**src/rtl/senha_transmissor_pkg.sv**
```systemverilog
// Shared definitions for the safe password link: digit encodings, FSM states
// and a small sizing helper.
package senha_pkg;

  localparam logic [1:0] DIG_NULO = 2'b00;
  localparam logic [1:0] DIG_A    = 2'b01;
  localparam logic [1:0] DIG_B    = 2'b10;
  localparam logic [1:0] DIG_C    = 2'b11;

  typedef enum logic [2:0] {
    ST_IDLE,
    ST_SEND,
    ST_GAP,
    ST_WAIT_RESP,
    ST_DONE
  } state_e;

  function automatic int unsigned max3(input int unsigned a, input int unsigned b,
                                       input int unsigned c);
    int unsigned m;
    m = (a > b) ? a : b;
    return (m > c) ? m : c;
  endfunction

endpackage

```
**src/rtl/senha_transmissor_if.sv**
```systemverilog
// Request/response bundle between a keypad-side requester and the transmitter.
interface senha_if #(
  parameter int unsigned N_DIGITS = 5
);
  logic                    start;
  logic [2*N_DIGITS-1:0]   code;
  logic                    led_in;
  logic [1:0]              digito;
  logic                    busy;
  logic                    done;
  logic                    unlocked;
  logic                    code_err;

  modport master (
    output start, code, led_in,
    input  digito, busy, done, unlocked, code_err
  );

  modport slave (
    input  start, code, led_in,
    output digito, busy, done, unlocked, code_err
  );
endinterface

```
**src/rtl/senha_transmissor_shift_reg.sv**
```systemverilog
// Loadable code register; shifts left one digit per advance and exposes the
// digit currently at the top.
module senha_shift_reg #(
  parameter int unsigned WIDTH = 10
) (
  input  logic             clk,
  input  logic             load,
  input  logic             advance,
  input  logic [WIDTH-1:0] load_val,
  output logic [1:0]       top
);

  logic [WIDTH-1:0] data_q, data_d;

  always_comb begin
    data_d = data_q;
    if (load)         data_d = load_val;
    else if (advance) data_d = data_q << 2;
  end

  // NOTE: no reset on the data path; it is always loaded before it is read.
  always_ff @(posedge clk) begin
    data_q <= data_d;
  end

  assign top = data_q[WIDTH-1 -: 2];

endmodule

```
**src/rtl/senha_transmissor.sv**
```systemverilog
// Keypad-side transmitter: sends a latched N-digit code as held digits with
// nulo gaps, then waits a bounded window for the safe's led.
module senha_transmissor
  import senha_pkg::*;
#(
  parameter int unsigned N_DIGITS     = 5,
  parameter int unsigned HOLD_CYCLES  = 1,
  parameter int unsigned GAP_CYCLES   = 1,
  parameter int unsigned RESP_TIMEOUT = 4
) (
  input logic     clk,
  input logic     reset,
  senha_if.slave  bus
);

  localparam int unsigned CNT_W = $clog2(max3(HOLD_CYCLES, GAP_CYCLES, RESP_TIMEOUT) + 1);
  localparam int unsigned IDX_W = (N_DIGITS > 1) ? $clog2(N_DIGITS) : 1;
  localparam logic [CNT_W-1:0] H_LAST = CNT_W'(HOLD_CYCLES - 1);
  localparam logic [CNT_W-1:0] G_LAST = CNT_W'(GAP_CYCLES - 1);
  localparam logic [CNT_W-1:0] T_LAST = CNT_W'(RESP_TIMEOUT - 1);
  localparam logic [IDX_W-1:0] IDX_LAST = IDX_W'(N_DIGITS - 1);

  state_e           state_q, state_d;
  logic [IDX_W-1:0] idx_q, idx_d;
  logic [CNT_W-1:0] cnt_q, cnt_d;
  logic [1:0]       digito_q, digito_d;
  logic             busy_q, busy_d;
  logic             done_q, done_d;
  logic             unlocked_q, unlocked_d;
  logic             code_err_q, code_err_d;

  logic             code_ok;
  logic             sr_load, sr_advance;
  logic [1:0]       sr_top;

  senha_shift_reg #(.WIDTH(2 * N_DIGITS)) u_shift (
    .clk      (clk),
    .load     (sr_load),
    .advance  (sr_advance),
    .load_val (bus.code),
    .top      (sr_top)
  );

  always_comb begin
    code_ok = 1'b1;
    for (int i = 0; i < int'(N_DIGITS); i++) begin
      if (bus.code[2*i +: 2] == DIG_NULO) code_ok = 1'b0;
    end
  end

  // NOTE: every signal gets a default before the case so no latch is inferred.
  always_comb begin
    state_d    = state_q;
    idx_d      = idx_q;
    unlocked_d = unlocked_q;
    code_err_d = 1'b0;
    sr_load    = 1'b0;
    sr_advance = 1'b0;

    case (state_q)
      ST_IDLE: begin
        if (bus.start) begin
          if (code_ok) begin
            state_d    = ST_SEND;
            idx_d      = '0;
            unlocked_d = 1'b0;
            sr_load    = 1'b1;
          end else begin
            code_err_d = 1'b1;
          end
        end
      end
      // Advance on the last hold cycle so the next digit is on top by re-entry.
      ST_SEND: begin
        if (cnt_q == H_LAST) begin
          state_d    = ST_GAP;
          sr_advance = 1'b1;
        end
      end
      ST_GAP: begin
        if (cnt_q == G_LAST) begin
          if (idx_q == IDX_LAST) begin
            state_d = ST_WAIT_RESP;
          end else begin
            state_d = ST_SEND;
            idx_d   = idx_q + 1'b1;
          end
        end
      end
      ST_WAIT_RESP: begin
        if (bus.led_in) begin
          state_d    = ST_DONE;
          unlocked_d = 1'b1;
        end else if (cnt_q == T_LAST) begin
          state_d = ST_DONE;
        end
      end
      ST_DONE:  state_d = ST_IDLE;
      default:  state_d = ST_IDLE;
    endcase

    // Restarts on each state change and saturates instead of wrapping.
    if (state_d != state_q)  cnt_d = '0;
    else if (cnt_q != '1)    cnt_d = cnt_q + 1'b1;
    else                     cnt_d = cnt_q;

    if (sr_load)                 digito_d = bus.code[2*N_DIGITS-1 -: 2];
    else if (state_d == ST_SEND) digito_d = sr_top;
    else                         digito_d = DIG_NULO;

    busy_d = (state_d == ST_SEND) || (state_d == ST_GAP) || (state_d == ST_WAIT_RESP);
    done_d = (state_d == ST_DONE);
  end

  // NOTE: sequential state uses non-blocking assignments only.
  always_ff @(posedge clk) begin
    if (reset) begin
      state_q    <= ST_IDLE;
      idx_q      <= '0;
      cnt_q      <= '0;
      digito_q   <= DIG_NULO;
      busy_q     <= 1'b0;
      done_q     <= 1'b0;
      unlocked_q <= 1'b0;
      code_err_q <= 1'b0;
    end else begin
      state_q    <= state_d;
      idx_q      <= idx_d;
      cnt_q      <= cnt_d;
      digito_q   <= digito_d;
      busy_q     <= busy_d;
      done_q     <= done_d;
      unlocked_q <= unlocked_d;
      code_err_q <= code_err_d;
    end
  end

  assign bus.digito   = digito_q;
  assign bus.busy     = busy_q;
  assign bus.done     = done_q;
  assign bus.unlocked = unlocked_q;
  assign bus.code_err = code_err_q;

endmodule

```
**src/flat_wrapper.sv**
```systemverilog
// flat-port wrapper written by rule: the top's interface ports become plain ports
module senha_transmissor_flat import senha_pkg::*;
#(
  parameter int unsigned N_DIGITS     = 5,
  parameter int unsigned HOLD_CYCLES  = 1,
  parameter int unsigned GAP_CYCLES   = 1,
  parameter int unsigned RESP_TIMEOUT = 4
)
  (clk, reset, bus_start, bus_code, bus_led_in, bus_digito, bus_busy, bus_done, bus_unlocked, bus_code_err);
  senha_if #(.N_DIGITS(N_DIGITS)) bus_i ();
  input logic clk;
  input logic reset;
  input wire logic [$bits(bus_i.start)-1:0] bus_start;
  input wire logic [$bits(bus_i.code)-1:0] bus_code;
  input wire logic [$bits(bus_i.led_in)-1:0] bus_led_in;
  output wire logic [$bits(bus_i.digito)-1:0] bus_digito;
  output wire logic [$bits(bus_i.busy)-1:0] bus_busy;
  output wire logic [$bits(bus_i.done)-1:0] bus_done;
  output wire logic [$bits(bus_i.unlocked)-1:0] bus_unlocked;
  output wire logic [$bits(bus_i.code_err)-1:0] bus_code_err;
  assign bus_i.start = bus_start;
  assign bus_i.code = bus_code;
  assign bus_i.led_in = bus_led_in;
  assign bus_digito = bus_i.digito;
  assign bus_busy = bus_i.busy;
  assign bus_done = bus_i.done;
  assign bus_unlocked = bus_i.unlocked;
  assign bus_code_err = bus_i.code_err;
  senha_transmissor #(.N_DIGITS(N_DIGITS), .HOLD_CYCLES(HOLD_CYCLES), .GAP_CYCLES(GAP_CYCLES), .RESP_TIMEOUT(RESP_TIMEOUT)) u_core (.clk(clk), .reset(reset), .bus(bus_i));
endmodule
```
**config.mk**
```make
export PLATFORM = sky130hd
export DESIGN_NAME = senha_transmissor_flat
export DESIGN_NICKNAME = d
export VERILOG_FILES = /design/src/rtl/senha_transmissor_pkg.sv /design/src/rtl/senha_transmissor_if.sv /design/src/rtl/senha_transmissor_shift_reg.sv /design/src/rtl/senha_transmissor.sv /design/src/flat_wrapper.sv
export SDC_FILE = /design/constraint.sdc
export NUM_CORES = 1
export LEC_CHECK = 0
export ABC_CLOCK_PERIOD_IN_PS = 3100
export CAP_MARGIN = 25
export CORE_MARGIN = 1
export CORE_UTILIZATION = 40
export CTS_CLUSTER_DIAMETER = 60
export DETAILED_ROUTE_END_ITERATION = 6
export GPL_ROUTABILITY_DRIVEN = 1
export GPL_TIMING_DRIVEN = 0
export HOLD_SLACK_MARGIN = 0.12
export PLACE_DENSITY = 0.66
export SLEW_MARGIN = 20
export SYNTH_ARGS = -nofsm -noshare
export SYNTH_HDL_FRONTEND = slang
export SYNTH_SLANG_ARGS = --single-unit
export TNS_END_PERCENT = 100
```
**constraint.sdc**
```tcl
create_clock -name clk -period 3.1 [get_ports clk]
set_input_delay 0.465 -clock clk [delete_from_list [all_inputs] [get_ports clk]]
set_output_delay 0.465 -clock clk [all_outputs]
set_load 0.005 [all_outputs]
```
==> flow_summary.toml, run 1 <==
[routing]
vias = 970
routed_wl_mm = 2.63
wl_per_cell_microns = 15.3
ant_nets = 0
drt_pass1_iterations = 6
via_per_inst = 5.64
drc = 2
drtIter0Drc = 27

[synthesis]
synth-seq-cells = 25
synth_top_area_frac = 0.240
synth_edf_count = 10
syn_area_sq_mm = 0.00125
syn-instance-count = 118
synth_top_flop_cell = "dfxtp_1"
ys_warn_count = 0
synth_nets = 138
synthTopCellsByArea = "dfxtp_1 24%, edfxtp_1 24%, ha_1 6.0%"
synth_cell_types = 42
synthMostInstantiatedCell = "dfxtp_1"
ys_seq_area_frac = 0.480
syn_area_per_cell_sq_um = 10.6
yosysTopAreaCell = "dfxtp_1"
ys_async_sr_fraction = 0
synth_common_cells = "15 x dfxtp_1, 12 x nor2_1, 10 x edfxtp_1"

[setup_path]
worstPathArrival_ns = 2.74
critPathMaxStageDelay_ns = 0.50
timing.rr.start = "u_core.state_q[1]"
cp-start-kind = "input pin"
crit_fanout = 10
rrSetupSlack_ns = 0.55
cp.required_ns = 3.06
path_delay_family = "simple AND/OR/NAND/NOR gates"
crit_path_end_kind = "flip-flop"
cp_num_buf_inv = 3
critical_path.startpoint = "bus_start"
worstSetupPathType = "in -> reg"
cp_cell_sequence = "clkdlybuf4s50_1 -> or4b_4 -> or4_1 -> buf_2 -> buf_6 -> o21ai_1"
slowest_stage = "o21ai_1"

[clocking]
clock_path_buffers = 2
post_cts_resized = 0
holdBufCountCts = 0
clock_latency_ns = 0.32
cts_tree = "done"
h-tree-depth = 1
numCtsBuffers = 3
cts_root_buffer = "clkbuf_4"
clock-sinks = 25
clk_pin_slew_worst_paths_ns = 0.13
post-cts-setup-buffers = 0

[global_routing]
grt_overflow = 0
antenna_found_initial = 0
grt_pass1_wl_mm = 4.36
grt_max_degree = 14
grt_pass1_vias = 968
grtUsageTotal = 0.173

[timing]
timing.final.crit_share = 0.896
final.setup_skew_ns = 0.00605
fmax_mhz = 360
layout_min_cycle_time_ns = 2.78
hold_violations = 0
rsz0062_at_grt = "no"
drv_slew = 0
tightest_slew_ns = 0.926
setup-violations-final = 0
fin_ws_ns = 0.321
slew_headroom = 0.379

[hold_path]
hold_start = "u_core.u_shift.data_q[9]"
hp-class = "reg -> reg"

[placement]
io_buffers = 19
gp_congestion = 0.748
dp_hpwl_mm = 2.01
place_ws_ns = -0.0437

[power]
p_int_mw = 0.664
power_frac_clock = 0.151
p_leak_nw = 0.562
combPwrFrac = 0.379
seqPwrFrac = 0.471
switchingPower_mw = 0.330
p_per_area_mw_per_mm2 = 659
vdd_drop_max_uv = 443
netSwitchingFraction = 0.332

[run_status]
outcome = "finished, violations left"
failed_checks = "design-rule violations"

[floorplanning]
rows = 19
dieArea_sq_mm = 0.00336
start_util = 0.439
die_h_microns = 58.0
die_x_microns = 58.0
coreArea_sq_mm = 0.00285
ios = 20

[cells_and_area]
drive_gt1_frac = 0.113
final_util = 0.529
num-fill-cells = 262
areaGrowthSynthToFinish_pct = 20.4
diodes = 0
fin_nets = 162

[job]
max_cap_viol_count = 0
## final cells by class
type / count / area (sq um) / area share
timing repair buffer: 19 / 190 / 0.126
buffer: 7 / 35.0 / 0.0232
inverter: 5 / 18.8 / 0.0124
tap: 31 / 38.8 / 0.0257
sequential: 25 / 601 / 0.398
multi-input combinational: 81 / 598 / 0.397
clock buffer: 4 / 26.3 / 0.0174
## power groups by stage
stage,logic [mW],registers (mW),clock network [mW]
2_1_floorplan,0.264,0.468,0
3_3_place_gp,0.357,0.471,0
3_5_place_dp,0.375,0.477,0
4_1_cts,0.376,0.469,0.154
5_1_grt,0.420,0.477,0.163
6_report,0.376,0.468,0.150
## through the flow
step	area, sq um	TNS (ns)	cells	hold WS, ns	total power [mW]
floorplan	1250	0	118	0.442	0.732
global route	1510	0	172	0.529	1.06
CTS	1510	0	172	0.503	0.999
global placement	1480	-0.562	168	0.449	0.828
finish	1510	0	172	0.508	0.994
detailed placement	1480	-0.435	168	0.471	0.852
## worst register-to-register path: cells and delay by family, from the launching register on
kind	cells	cell delay, ns
AOI/OAI and AO/OA	1	0.50
and+or+nand+nor	2	1.02
buffers and inverters	2	0.34
DFF	1	0.33
## cell usage in the layout, fill, tap and decap left out, types with 3 or more instances in the layout
| cell type | instances |
|---|---|
| o22ai_1 | 3 |
| clkbuf_4 | 3 |
| mux2_4 | 5 |
| nor2_1 | 12 |
| nand3_1 | 3 |
| clkdlybuf4s50_1 | 19 |
| ha_1 | 6 |
| mux2_2 | 3 |
| a21oi_1 | 3 |
| inv_1 | 5 |
| nor3_1 | 6 |
| clkbuf_1 | 6 |
| edfxtp_1 | 10 |
| dfxtp_1 | 15 |
## final timing paths
path              cells after the start                       end
hold reg to reg                       1      u_core.bus.digito[1]
setup / recovery                      6  u_core.u_shift.data_q[8]
setup reg to reg                      5  u_core.u_shift.data_q[8]
hold / removal                        1      u_core.bus.digito[1]
## cells by family (layout without fill, tap and decap cells)
group,Yosys count,after routing,synth area share
mux,9,9,0.0949
xor+xnor,1,1,0.00699
flops,25,25,0.480
compound gates,22,22,0.120
simple gates,43,43,0.196
buf+inv,12,35,0.0430
fa+ha+maj,6,6,0.0599
## registers in the layout, summed over array words and instances, names as in the netlist
name	count
u_core.bus.busy	1
u_core.idx_q	3
u_core.bus.code_err	1
u_core.cnt_q	3
u_core.bus.unlocked	1
u_core.bus.digito	2
u_core.bus.done	1
u_core.state_q	3
u_core.u_shift.data_q	10
## per-layer routing
| layer | wire [microns] | GRT usage | up-vias |
|---|---|---|---|
| li1 | - | - | 484 |
| met2 | 1270 | 0.276 | 22 |
| met3 | 94 | 0.0424 | 6 |
| met4 | 41 | 0.0714 | 0 |
| met5 | 0 | 0 | - |
| met1 | 1230 | 0.224 | 458 |
Note: power is estimated with default switching activity, not from simulation.
==> run 2: changes to the inputs <==
ABC_CLOCK_PERIOD_IN_PS = not set   (was 3100)
==> results of run 2 <==
The final DEF is identical to that of run 1; final timing and power are the same.
